**config.mk**
```make
export PLATFORM = sky130hd
export DESIGN_NAME = multicycle_control
export DESIGN_NICKNAME = d
export VERILOG_FILES = /design/src/rtl/multicycle_control.sv
export SDC_FILE = /design/constraint.sdc
export NUM_CORES = 1
export LEC_CHECK = 0
export CAP_MARGIN = 20
export CORE_UTILIZATION = 43
export DETAILED_ROUTE_END_ITERATION = 7
export MAX_ROUTING_LAYER = met4
export PLACE_DENSITY = 0.83
export REMOVE_ABC_BUFFERS = 1
export SETUP_SLACK_MARGIN = 0.15
export SLEW_MARGIN = 20
export SYNTH_ARGS = -nofsm -noshare
export SYNTH_HDL_FRONTEND = slang
export SYNTH_SLANG_ARGS = --single-unit
```
**constraint.sdc**
```tcl
create_clock -name clk -period 4.25 [get_ports clk]
set_clock_uncertainty 0.2 [all_clocks]
set_input_delay 0.85 -clock clk [delete_from_list [all_inputs] [get_ports clk]]
set_output_delay 0.85 -clock clk [all_outputs]
set_load 0.05 [all_outputs]
```
**src/rtl/multicycle_control.sv**
```systemverilog
// Multicycle CPU control FSM (fetch/decode/execute sequencing, memory handshake).
// Optional feature: define ILLEGAL_TRAP_EN to trap unknown opcodes and add Illegal_Instr_o.
module multicycle_control (
    input  logic       clk,
    input  logic       reset,
    input  logic [6:0] OP_i,
    input  logic       Mem_Ready_i,
    output logic       PC_Write_o,
    output logic       PC_Write_Cond_o,
    output logic       IR_Write_o,
    output logic       I_or_D_o,
    output logic       Mem_Read_o,
    output logic       Mem_Write_o,
    output logic       Reg_Write_o,
    output logic       Instr_Done_o,
    output logic [1:0] Mem_to_Reg_o,
    output logic [1:0] ALU_Src_A_o,
    output logic [1:0] ALU_Src_B_o,
    output logic [1:0] PC_Src_o,
    output logic [2:0] ALU_Op_o,
    output logic [3:0] State_o
`ifdef ILLEGAL_TRAP_EN
    ,
    output logic       Illegal_Instr_o
`endif
);

    typedef enum logic [3:0] {
        FETCH    = 4'd0,
        DECODE   = 4'd1,
        MEM_ADDR = 4'd2,
        MEM_RD   = 4'd3,
        MEM_WB   = 4'd4,
        MEM_WR   = 4'd5,
        EXEC     = 4'd6,
        ALU_WB   = 4'd7,
        BRANCH   = 4'd8,
        JAL      = 4'd9,
        JALR     = 4'd10
`ifdef ILLEGAL_TRAP_EN
        ,
        TRAP     = 4'd15
`endif
    } state_t;

    localparam logic [6:0] OP_LOAD  = 7'h03;
    localparam logic [6:0] OP_STORE = 7'h23;
    localparam logic [6:0] OP_R     = 7'h33;
    localparam logic [6:0] OP_I     = 7'h13;
    localparam logic [6:0] OP_LUI   = 7'h37;
    localparam logic [6:0] OP_BR    = 7'h63;
    localparam logic [6:0] OP_JAL   = 7'h6F;
    localparam logic [6:0] OP_JALR  = 7'h67;

    state_t state;
    logic   op_known;

    assign op_known = OP_i inside {OP_LOAD, OP_STORE, OP_R, OP_I, OP_LUI, OP_BR, OP_JAL, OP_JALR};
    assign State_o  = state;

    always_ff @(posedge clk) begin
        if (!reset) begin
            state <= FETCH;
        end else begin
            case (state)
                FETCH:    if (Mem_Ready_i) state <= DECODE;
                DECODE: begin
                    case (OP_i)
                        OP_LOAD, OP_STORE:   state <= MEM_ADDR;
                        OP_R, OP_I, OP_LUI:  state <= EXEC;
                        OP_BR:               state <= BRANCH;
                        OP_JAL:              state <= JAL;
                        OP_JALR:             state <= JALR;
`ifdef ILLEGAL_TRAP_EN
                        default:             state <= TRAP;
`else
                        default:             state <= FETCH;
`endif
                    endcase
                end
                MEM_ADDR: state <= (OP_i == OP_STORE) ? MEM_WR : MEM_RD;
                MEM_RD:   if (Mem_Ready_i) state <= MEM_WB;
                MEM_WR:   if (Mem_Ready_i) state <= FETCH;
                EXEC:     state <= ALU_WB;
`ifdef ILLEGAL_TRAP_EN
                TRAP:     state <= TRAP;
`endif
                default:  state <= FETCH;
            endcase
        end
    end

    // Outputs decode the state combinationally: FETCH/MEM_WR enables follow
    // Mem_Ready_i and reset must squash writes within the same cycle.
    always_comb begin
        PC_Write_o      = 1'b0;
        PC_Write_Cond_o = 1'b0;
        IR_Write_o      = 1'b0;
        I_or_D_o        = 1'b0;
        Mem_Read_o      = 1'b0;
        Mem_Write_o     = 1'b0;
        Reg_Write_o     = 1'b0;
        Instr_Done_o    = 1'b0;
        Mem_to_Reg_o    = 2'b00;
        ALU_Src_A_o     = 2'b00;
        ALU_Src_B_o     = 2'b00;
        PC_Src_o        = 2'b00;
        ALU_Op_o        = 3'b000;
`ifdef ILLEGAL_TRAP_EN
        Illegal_Instr_o = 1'b0;
`endif
        case (state)
            FETCH: begin
                Mem_Read_o  = 1'b1;
                ALU_Src_B_o = 2'b01;
                ALU_Op_o    = 3'b011;
                IR_Write_o  = Mem_Ready_i;
                PC_Write_o  = Mem_Ready_i;
            end
            DECODE: begin
                ALU_Src_A_o = 2'b01;
                ALU_Src_B_o = 2'b10;
                ALU_Op_o    = 3'b011;
`ifndef ILLEGAL_TRAP_EN
                Instr_Done_o = !op_known;
`endif
            end
            MEM_ADDR: begin
                ALU_Src_A_o = 2'b10;
                ALU_Src_B_o = 2'b10;
                ALU_Op_o    = (OP_i == OP_STORE) ? 3'b100 : 3'b011;
            end
            MEM_RD: begin
                Mem_Read_o = 1'b1;
                I_or_D_o   = 1'b1;
            end
            MEM_WB: begin
                Reg_Write_o  = 1'b1;
                Mem_to_Reg_o = 2'b01;
                Instr_Done_o = 1'b1;
            end
            MEM_WR: begin
                Mem_Write_o  = 1'b1;
                I_or_D_o     = 1'b1;
                Instr_Done_o = Mem_Ready_i;
            end
            EXEC: begin
                ALU_Op_o    = (OP_i == OP_R) ? 3'b000 : (OP_i == OP_I) ? 3'b001 : 3'b010;
                ALU_Src_A_o = (OP_i == OP_LUI) ? 2'b11 : 2'b10;
                ALU_Src_B_o = (OP_i == OP_R) ? 2'b00 : 2'b10;
            end
            ALU_WB: begin
                Reg_Write_o  = 1'b1;
                Instr_Done_o = 1'b1;
            end
            BRANCH: begin
                ALU_Src_A_o     = 2'b10;
                ALU_Op_o        = 3'b101;
                PC_Write_Cond_o = 1'b1;
                PC_Src_o        = 2'b01;
                Instr_Done_o    = 1'b1;
            end
            JAL: begin
                PC_Write_o   = 1'b1;
                PC_Src_o     = 2'b01;
                Reg_Write_o  = 1'b1;
                Mem_to_Reg_o = 2'b10;
                Instr_Done_o = 1'b1;
            end
            JALR: begin
                ALU_Src_A_o  = 2'b10;
                ALU_Src_B_o  = 2'b10;
                ALU_Op_o     = 3'b011;
                PC_Write_o   = 1'b1;
                Reg_Write_o  = 1'b1;
                Mem_to_Reg_o = 2'b10;
                Instr_Done_o = 1'b1;
            end
`ifdef ILLEGAL_TRAP_EN
            TRAP: Illegal_Instr_o = 1'b1;
`endif
            default: ;
        endcase

        if (!reset) begin
            PC_Write_o      = 1'b0;
            PC_Write_Cond_o = 1'b0;
            IR_Write_o      = 1'b0;
            Reg_Write_o     = 1'b0;
            Mem_Write_o     = 1'b0;
            Mem_Read_o      = 1'b0;
            Instr_Done_o    = 1'b0;
            I_or_D_o        = 1'b0;
            Mem_to_Reg_o    = 2'b00;
            ALU_Src_A_o     = 2'b00;
            ALU_Src_B_o     = 2'b01;
            PC_Src_o        = 2'b00;
            ALU_Op_o        = 3'b011;
`ifdef ILLEGAL_TRAP_EN
            Illegal_Instr_o = 1'b0;
`endif
        end
    end

endmodule

```
# Word-level counts from Yosys, hierarchy flattened

Cells that the tools add are included.

Eq/ne operators: 21
Muxes and demuxes: 37
Reduce and logical (&&, ||, !) cells: 15

Operators by type and width:

| cell               | count |
|---|---|
| $pmux 4 s6         | 1 |
| $eq 7x6->1 const B | 3 |
| $eq 7x7->1 const B | 3 |
| $pmux 4 s5         | 1 |
| $eq 4x3->1 const B | 4 |
| $mux 1             | 16 |
| $mux 2             | 7 |
| $eq 4x4->1 const B | 3 |
| $mux 4             | 3 |
| $pmux 2 s3         | 2 |
| $pmux 3 s4         | 1 |
| $reduce_or 3->1    | 4 |
| $reduce_or 2->1    | 5 |
| $mux 3             | 3 |
| $eq 4x2->1 const B | 2 |
| $reduce_bool 8->1  | 1 |
| $eq 7x2->1 const B | 1 |
| $eq 7x5->1 const B | 1 |
| $ne 2x2->1 const B | 3 |
| $reduce_or 5->1    | 1 |
| $eq 4x1->1 const B | 1 |
| $logic_not 4->1    | 1 |
| $pmux 2 s2         | 1 |
| $reduce_or 4->1    | 1 |
| other kinds (4)    | 4 |

Register bits after elaboration: 4
Input port bits: 10
Output and inout port bits: 23

# Longest topological paths before layout

Gate-level depths: netlist of the first run.

Word-level depth: 5
Gate-level depth with buffers: 5
Gate-level depth less buffers: 4

# Worst setup path before layout of the first run

Ideal clock, no wire load.

Path type: input-to-output
Start point: in OP_i[5]
End point: out ALU_Op_o[2]
Arrival time: 2.555 ns
Data required time: 3.200 ns
Slack: 0.645 ns
Cell stages on the path: 4
Buffers on the path: 1
Cells stage by stage: clkbuf_1 -> and3_1 -> nand3b_1 -> a211oi_1

Cells in the longest elaborated chain, start to end: 4

Ends and longest elaborated chain:

| what               | RTL line | source |
|---|---|---|
| start: declaration | 6        | `input logic [6:0] OP_i,` |
| $eq 7x6->1         | 131      | `ALU_Op_o = (OP_i == OP_STORE) ? 3'b100 : 3'b011;` |
| $mux 3             | 131      |  |
| $pmux 3 s4         | 112      | `case (state)` |
| $mux 3             | 185      | `if (!reset) begin` |
| end: declaration   | 20       | `output logic [2:0] ALU_Op_o,` |

Every way passes these cells.

# Final worst setup path of the first run

Start point: in reset
End point: out ALU_Src_A_o[1]

Cells in the longest elaborated chain, start to end: 1

Ends and longest elaborated chain:

| what               | RTL line | source |
|---|---|---|
| start: declaration | 5        | `input logic reset,` |
| $mux 2             | 185      |  |
| end: declaration   | 17       | `output logic [1:0] ALU_Src_A_o,` |

Every way passes these cells.

==> flow_summary.yaml, run 1 <==
drt:
  wl_per_cell_um: 13.8
  ant_nets: 0
  wl_mm: 2.02
  drt_iter0_markers: 16
  dr.pass1.iters: 4
  via_per_inst: 6.01
  route.detailed.drc: 0
  via_count: 878
timing:
  slew_headroom_pct: 60.0
  setup_tns_ps: 0
  setup_viol: 0
  worst_pin_slew_ps: 599
  period_share_pct: 92.1
  fmax_ghz: 0.256
  setup_slack_ps: 337
  rsz0062_at_grt: "no"
  drv_slew: 0
  hold_viol_final: 0
  min_period_ps: 3910
power_and_ir_drop:
  p_sw_share_pct: 37.7
  power.share.clock_pct: 29.6
  p_per_area_nw_per_um2: 154
  seqPwrFrac_pct: 27.2
  p_switching_mw: 0.0588
  combPwrFrac_pct: 43.2
  totalPowerFinal_mw: 0.156
  leakagePower_nw: 0.393
  peakVddDrop_mv: 0.210
  intPower_mw: 0.0973
clock_network:
  cts_tree: "built"
  root_buffer: "clkbuf_4"
  clock_latency_ps: 230
  clk_pin_slew_ps: 30
  htreeDepth: 1
  clock-sinks: 4
  cts_buffers: 3
  cts_buffer_depth: 2
worst_hold_path:
  holdPathStages: 1
  hold_class: "flip-flop to flip-flop"
  worstHoldStart: "State_o[0]$_SDFFE_PN0P_"
  worstHoldEndpoint: "State_o[0]$_SDFFE_PN0P_"
final_layout:
  largest_register_ffs: 4
  fill_cells: 152
  diodes: 0
  final_core_util_pct: 66.4
  layout-drive-gt1-share_pct: 10.8
  final_nets: 142
  area_growth_pct: 44.2
  fin_area_um2: 1010
worst_setup_path:
  critPathMaxStageDelay_ps: 840
  crit_path_start_kind: "input port"
  crit_chain: "clkdlybuf4s50_1, nand2b_1, a211oi_1, clkdlybuf4s50_1"
  crit_type: "input port to output pin"
  slowest_stage: "clkdlybuf4s50_1"
  path_buf_inv: 2
  cp-end-kind: "output pin"
  crit_required_ps: 3200
  cpMostUsedCell: "clkdlybuf4s50_1"
  crit_fanout: 16
  r2r-end: "State_o[1]$_SDFFE_PN0P_"
  cp.depth: 4
  crit_start: "reset"
  timing.rr.start: "State_o[0]$_SDFFE_PN0P_"
  r2r_slack_ps: 2530
  crit_family: "buffers and inverters"
  arrival_ps: 2860
  reg2reg_depth: 4
grt:
  antenna_found_initial: 0
  grt-ovfl-total: 0
  grt_pass1_vias: 749
  grt_pass1_wl_mm: 3.29
  track_usage_pct: 23.8
  grt_max_degree: 19
floorplan:
  boundaryPins: 33
  die_w_um: 42.4
  start_util_pct: 46.1
  fp.dieH_um: 42.4
  num_rows: 14
  core_area_um2: 1520
  die_area_um2: 1800
yosys:
  synth_edf_count: 0
  ys_seq_area_share_pct: 11.4
  synth_area_per_cell_um2: 6.88
  yosys_warnings: 0
  ys_seq_elements: 4
  syn_area_um2: 702
  ys_types: 41
  synth-main-ff-cell: "dfxtp_1"
  ys_async_sr_fraction_pct: 0
  netlist_instances: 102
placement:
  place_congestion: 0.870
  pre_cts_ws_ps: 250
  numPortBuffers: 31
  place_hpwl_mm: 1.54
  dpl_cell_area_um2: 987
outcome:
  status: "complete, no violations"
run:
  cap_violations: 0
==> cell usage after synthesis, drive strengths merged, types with 3 or more instances <==
master  number  area [µm²]
nor2        11        41.3
nand2        8        30.0
o21ai        8        40.0
a21oi        7        35.0
nor2b        6        37.5
buf          5        32.5
and3         4        25.0
dfxtp        4        80.1
nor3b        4        35.0
and4         3        26.3
clkbuf       3        12.5
nand2b       3        18.8
nand3b       3        22.5
o211ai       3        22.5
==> cell families (layout without fill, tap and decap cells) <==
family          Yosys count  count (layout)  share of synthesized area (%)
buf+inv                   9              37                           6.95
other cells               1               1                          0.534
compound gates           30              30                           27.3
xor+xnor                  3               3                           3.74
flops                     4               4                           11.4
mux                       1               1                           1.43
simple gates             54              54                           48.7
==> per-layer routing <==
layer | vias to the layer above | part of all wire, % | GRT usage [%]
met5 | - | 0 | -
met4 | 0 | 0 | 1.25
met3 | 0 | 5.4 | 6.03
met2 | 44 | 51 | 43.1
met1 | 405 | 44 | 27.5
li1 | 429 | - | -
==> layout by cell type (no fill, tap or decap), drive strengths merged, types with 3 or more instances in the layout <==
cell,instances
and3,4
and4,3
nand3b,3
a21oi,7
nor2,11
nand2b,3
nor2b,6
o21ai,8
clkbuf,3
dfxtp,4
clkdlybuf4s50,24
nand2,8
buf,8
o211ai,3
nor3b,4
==> final cells by class <==
type	instances	area, µm²	share of cell area (%)
multi-input cells	89	573	56.6
repair buffers	33	313	30.9
inverters	1	3.75	0.371
flip-flops and latches	4	80.1	7.91
clock buffers	3	22.5	2.22
well taps	16	20.0	1.98
==> power by group through the flow <==
stage	Combinational (mW)	Sequential, mW	Clock, mW
2_1_floorplan	0.0371	0.0451	0
3_3_place_gp	0.0660	0.0429	0
3_5_place_dp	0.0674	0.0428	0
4_1_cts	0.0675	0.0423	0.0484
5_1_grt	0.0716	0.0427	0.0512
6_report	0.0675	0.0424	0.0463
==> worst reg2reg max path: stages, from the launching register on <==
cell	delay (ps)
dfxtp_1	620
and2b_1	330
nand2_1	110
nor2_1	50
o31a_1	300
==> repair_timing <==
item,CTS,global route
resized for setup,0,1
setup endpoints to repair,0,1
buffers inserted,0,0
hold buffers,0,0
==> how the worst max path moves through the flow <==
| stage | to | slack, ps |
|---|---|---|
| 2_1_floorplan | ALU_Op_o[2] | 660 |
| 3_3_place_gp | Instr_Done_o | 300 |
| 3_5_place_dp | Instr_Done_o | 250 |
| 4_1_cts | Instr_Done_o | 250 |
| 5_1_grt | ALU_Src_B_o[1] | 180 |
| 6_report | ALU_Src_A_o[1] | 340 |
==> through the flow <==
stage	hold slack [ps]	instances
final	486	146
after global routing	564	146
after CTS	478	146
after detailed placement	458	143
after global placement	462	143
after floorplan	593	94
Note: power is estimated with default switching activity, not from simulation.
==> inputs of run 2 (changes only) <==
--- a/config.mk
+++ b/config.mk
@@ -7,8 +7,8 @@
 export LEC_CHECK = 0
 export CAP_MARGIN = 20
 export CORE_UTILIZATION = 43
+export CTS_CLUSTER_SIZE = 10
 export DETAILED_ROUTE_END_ITERATION = 7
-export MAX_ROUTING_LAYER = met4
 export PLACE_DENSITY = 0.83
 export REMOVE_ABC_BUFFERS = 1
 export SETUP_SLACK_MARGIN = 0.15
==> run 2 against run 1 <==
  * Non-clock buffer count stayed put
  * Worst setup slack worse by 2.3 ps
  * Hold slack hardly changed
  * Highest routed layer unchanged
  * Largest power group unchanged
  * Fmax hardly changed
  * Combinational power hardly changed
  * Largest cell class unchanged
  * Die area stayed put
  * Critical path type unchanged
  * Final cell count stayed put
  * Final area stayed put
  * Clock power hardly changed
  * First-iteration DRC count is 6.3% lower
  * Count of clock-buffer cells in the layout stayed put
==> flow_summary.yaml, run 2 (synthesis gave the netlist of run 1 again) <==
outcome:
  status: "complete, no violations"
power_and_ir_drop:
  intPower_mw: 0.0973
  p_sw_share_pct: 37.7
  leakagePower_nw: 0.393
  combPwrFrac_pct: 43.2
  peakVddDrop_mv: 0.210
  p_per_area_nw_per_um2: 154
  seqPwrFrac_pct: 27.2
  power.share.clock_pct: 29.6
  p_switching_mw: 0.0589
worst_setup_path:
  r2r_slack_ps: 2530
  timing.rr.start: "State_o[0]$_SDFFE_PN0P_"
  arrival_ps: 2870
  r2r-end: "State_o[1]$_SDFFE_PN0P_"
  crit_required_ps: 3200
  crit_fanout: 16
  crit_type: "input port to output pin"
  crit_path_start_kind: "input port"
  reg2reg_depth: 4
  cp-end-kind: "output pin"
floorplan:
  fp.dieH_um: 42.4
  start_util_pct: 46.1
  boundaryPins: 33
  core_area_um2: 1520
  num_rows: 14
  die_w_um: 42.4
  die_area_um2: 1800
clock_network:
  root_buffer: "clkbuf_4"
  htreeDepth: 1
  clock-sinks: 4
  clock_latency_ps: 230
  cts_setup_buffers: 0
  cts_tree: "built"
  cts_buffers: 3
  cts_buffer_depth: 2
  clk_pin_slew_ps: 30
timing:
  setup_viol: 0
  period_share_pct: 92.1
  hold_viol_final: 0
  worst_pin_slew_ps: 600
  setup_tns_ps: 0
  slew_headroom_pct: 60.0
  rsz0062_at_grt: "no"
  min_period_ps: 3920
  drv_slew: 0
  fmax_ghz: 0.255
drt:
  wl_mm: 2.03
  route.detailed.drc: 0
  via_count: 878
  dr.pass1.iters: 4
  drt_iter0_markers: 15
  ant_nets: 0
  via_per_inst: 6.01
  wl_per_cell_um: 13.9
final_layout:
  area_growth_pct: 44.2
  largest_register_ffs: 4
  final_cell_mix: "clkdlybuf4s50_1, nor2_1, nand2_1, o21ai_0, buf_4"
  fin_area_um2: 1010
  fill_cells: 152
  diodes: 0
  final_nets: 142
  layout-drive-gt1-share_pct: 10.8
  mostFrequentLayoutCell: "clkdlybuf4s50_1"
grt:
  grt_pass1_wl_mm: 3.29
  grt_pass1_vias: 751
  track_usage_pct: 23.1
  antenna_found_initial: 0
  grt-ovfl-total: 0
  grt_max_degree: 19
placement:
  dpl_cell_area_um2: 987
  place_congestion: 0.857
  place_hpwl_mm: 1.54
  numPortBuffers: 31
run:
  cap_violations: 0
worst_hold_path:
  worstHoldStart: "State_o[0]$_SDFFE_PN0P_"
  holdPathStages: 1
  hold_class: "flip-flop to flip-flop"
  worstHoldEndpoint: "State_o[0]$_SDFFE_PN0P_"
## run 2: cell counts in the layout (fill, tap and decap cells not counted)
No cell type changed its count.
## run 2: timing repair
action                                  4_1_cts  5_1_grt
hold buffers                                  0        0
resized for setup                             0        1
endpoints found under the setup margin        0        1
## run 2: worst max-delay path by stage
stage | endpoint | slack, ps | depth (start not counted) | start
2_1_floorplan | ALU_Op_o[2] | 660 | 4 | OP_i[4]
3_3_place_gp | Instr_Done_o | 300 | 6 | OP_i[6]
3_5_place_dp | Instr_Done_o | 250 | 6 | OP_i[6]
4_1_cts | Instr_Done_o | 250 | 6 | OP_i[6]
5_1_grt | ALU_Src_B_o[1] | 180 | 5 | OP_i[6]
6_report | ALU_Src_A_o[1] | 330 | 4 | reset
## run 2: final cells by class
type                    instances  area, µm²  share of cell area, %
flip-flops and latches          4       80.1                   7.91
inverters                       1       3.75                  0.371
clock buffers                   3       22.5                   2.22
repair buffers                 33        313                   30.9
well taps                      16       20.0                   1.98
multi-input cells              89        573                   56.6
## run 2: critical path, stage by stage
cell and delay, ps:
clkdlybuf4s50_1 790, nand2b_1 170, a211oi_1 210, clkdlybuf4s50_1 840
## run 2: through the flow
step | total power [mW] | hold WS, ps | util, % | cells | setup WS, ps
2_1_floorplan | 0.0822 | 593 | - | 94 | 657
3_3_place_gp | 0.109 | 462 | 64.8 | 143 | 297
3_5_place_dp | 0.110 | 458 | 64.8 | 143 | 250
4_1_cts | 0.158 | 478 | 66.3 | 146 | 255
5_1_grt | 0.166 | 564 | 66.4 | 146 | 181
6_report | 0.156 | 486 | 66.4 | 146 | 335
## run 2: per-layer routing
metal / wire (µm) / vias to the layer above / part of all wire, % / track usage [%]
met2: 1030 / 40 / 51 / 43.1
met1: 892 / 408 / 44 / 27.5
met3: 105 / 0 / 5.2 / 6.03
met5: 0 / - / 0 / 0
li1: - / 430 / - / -
met4: 0 / 0 / 0 / 1.25
## run 2: power by group through the flow
stage	Sequential [mW]	Clock (mW)	Combinational, mW
CTS	0.0423	0.0484	0.0675
global route	0.0427	0.0512	0.0716
global placement	0.0429	0	0.0660
floorplan	0.0451	0	0.0371
finish	0.0424	0.0463	0.0676
detailed placement	0.0428	0	0.0674
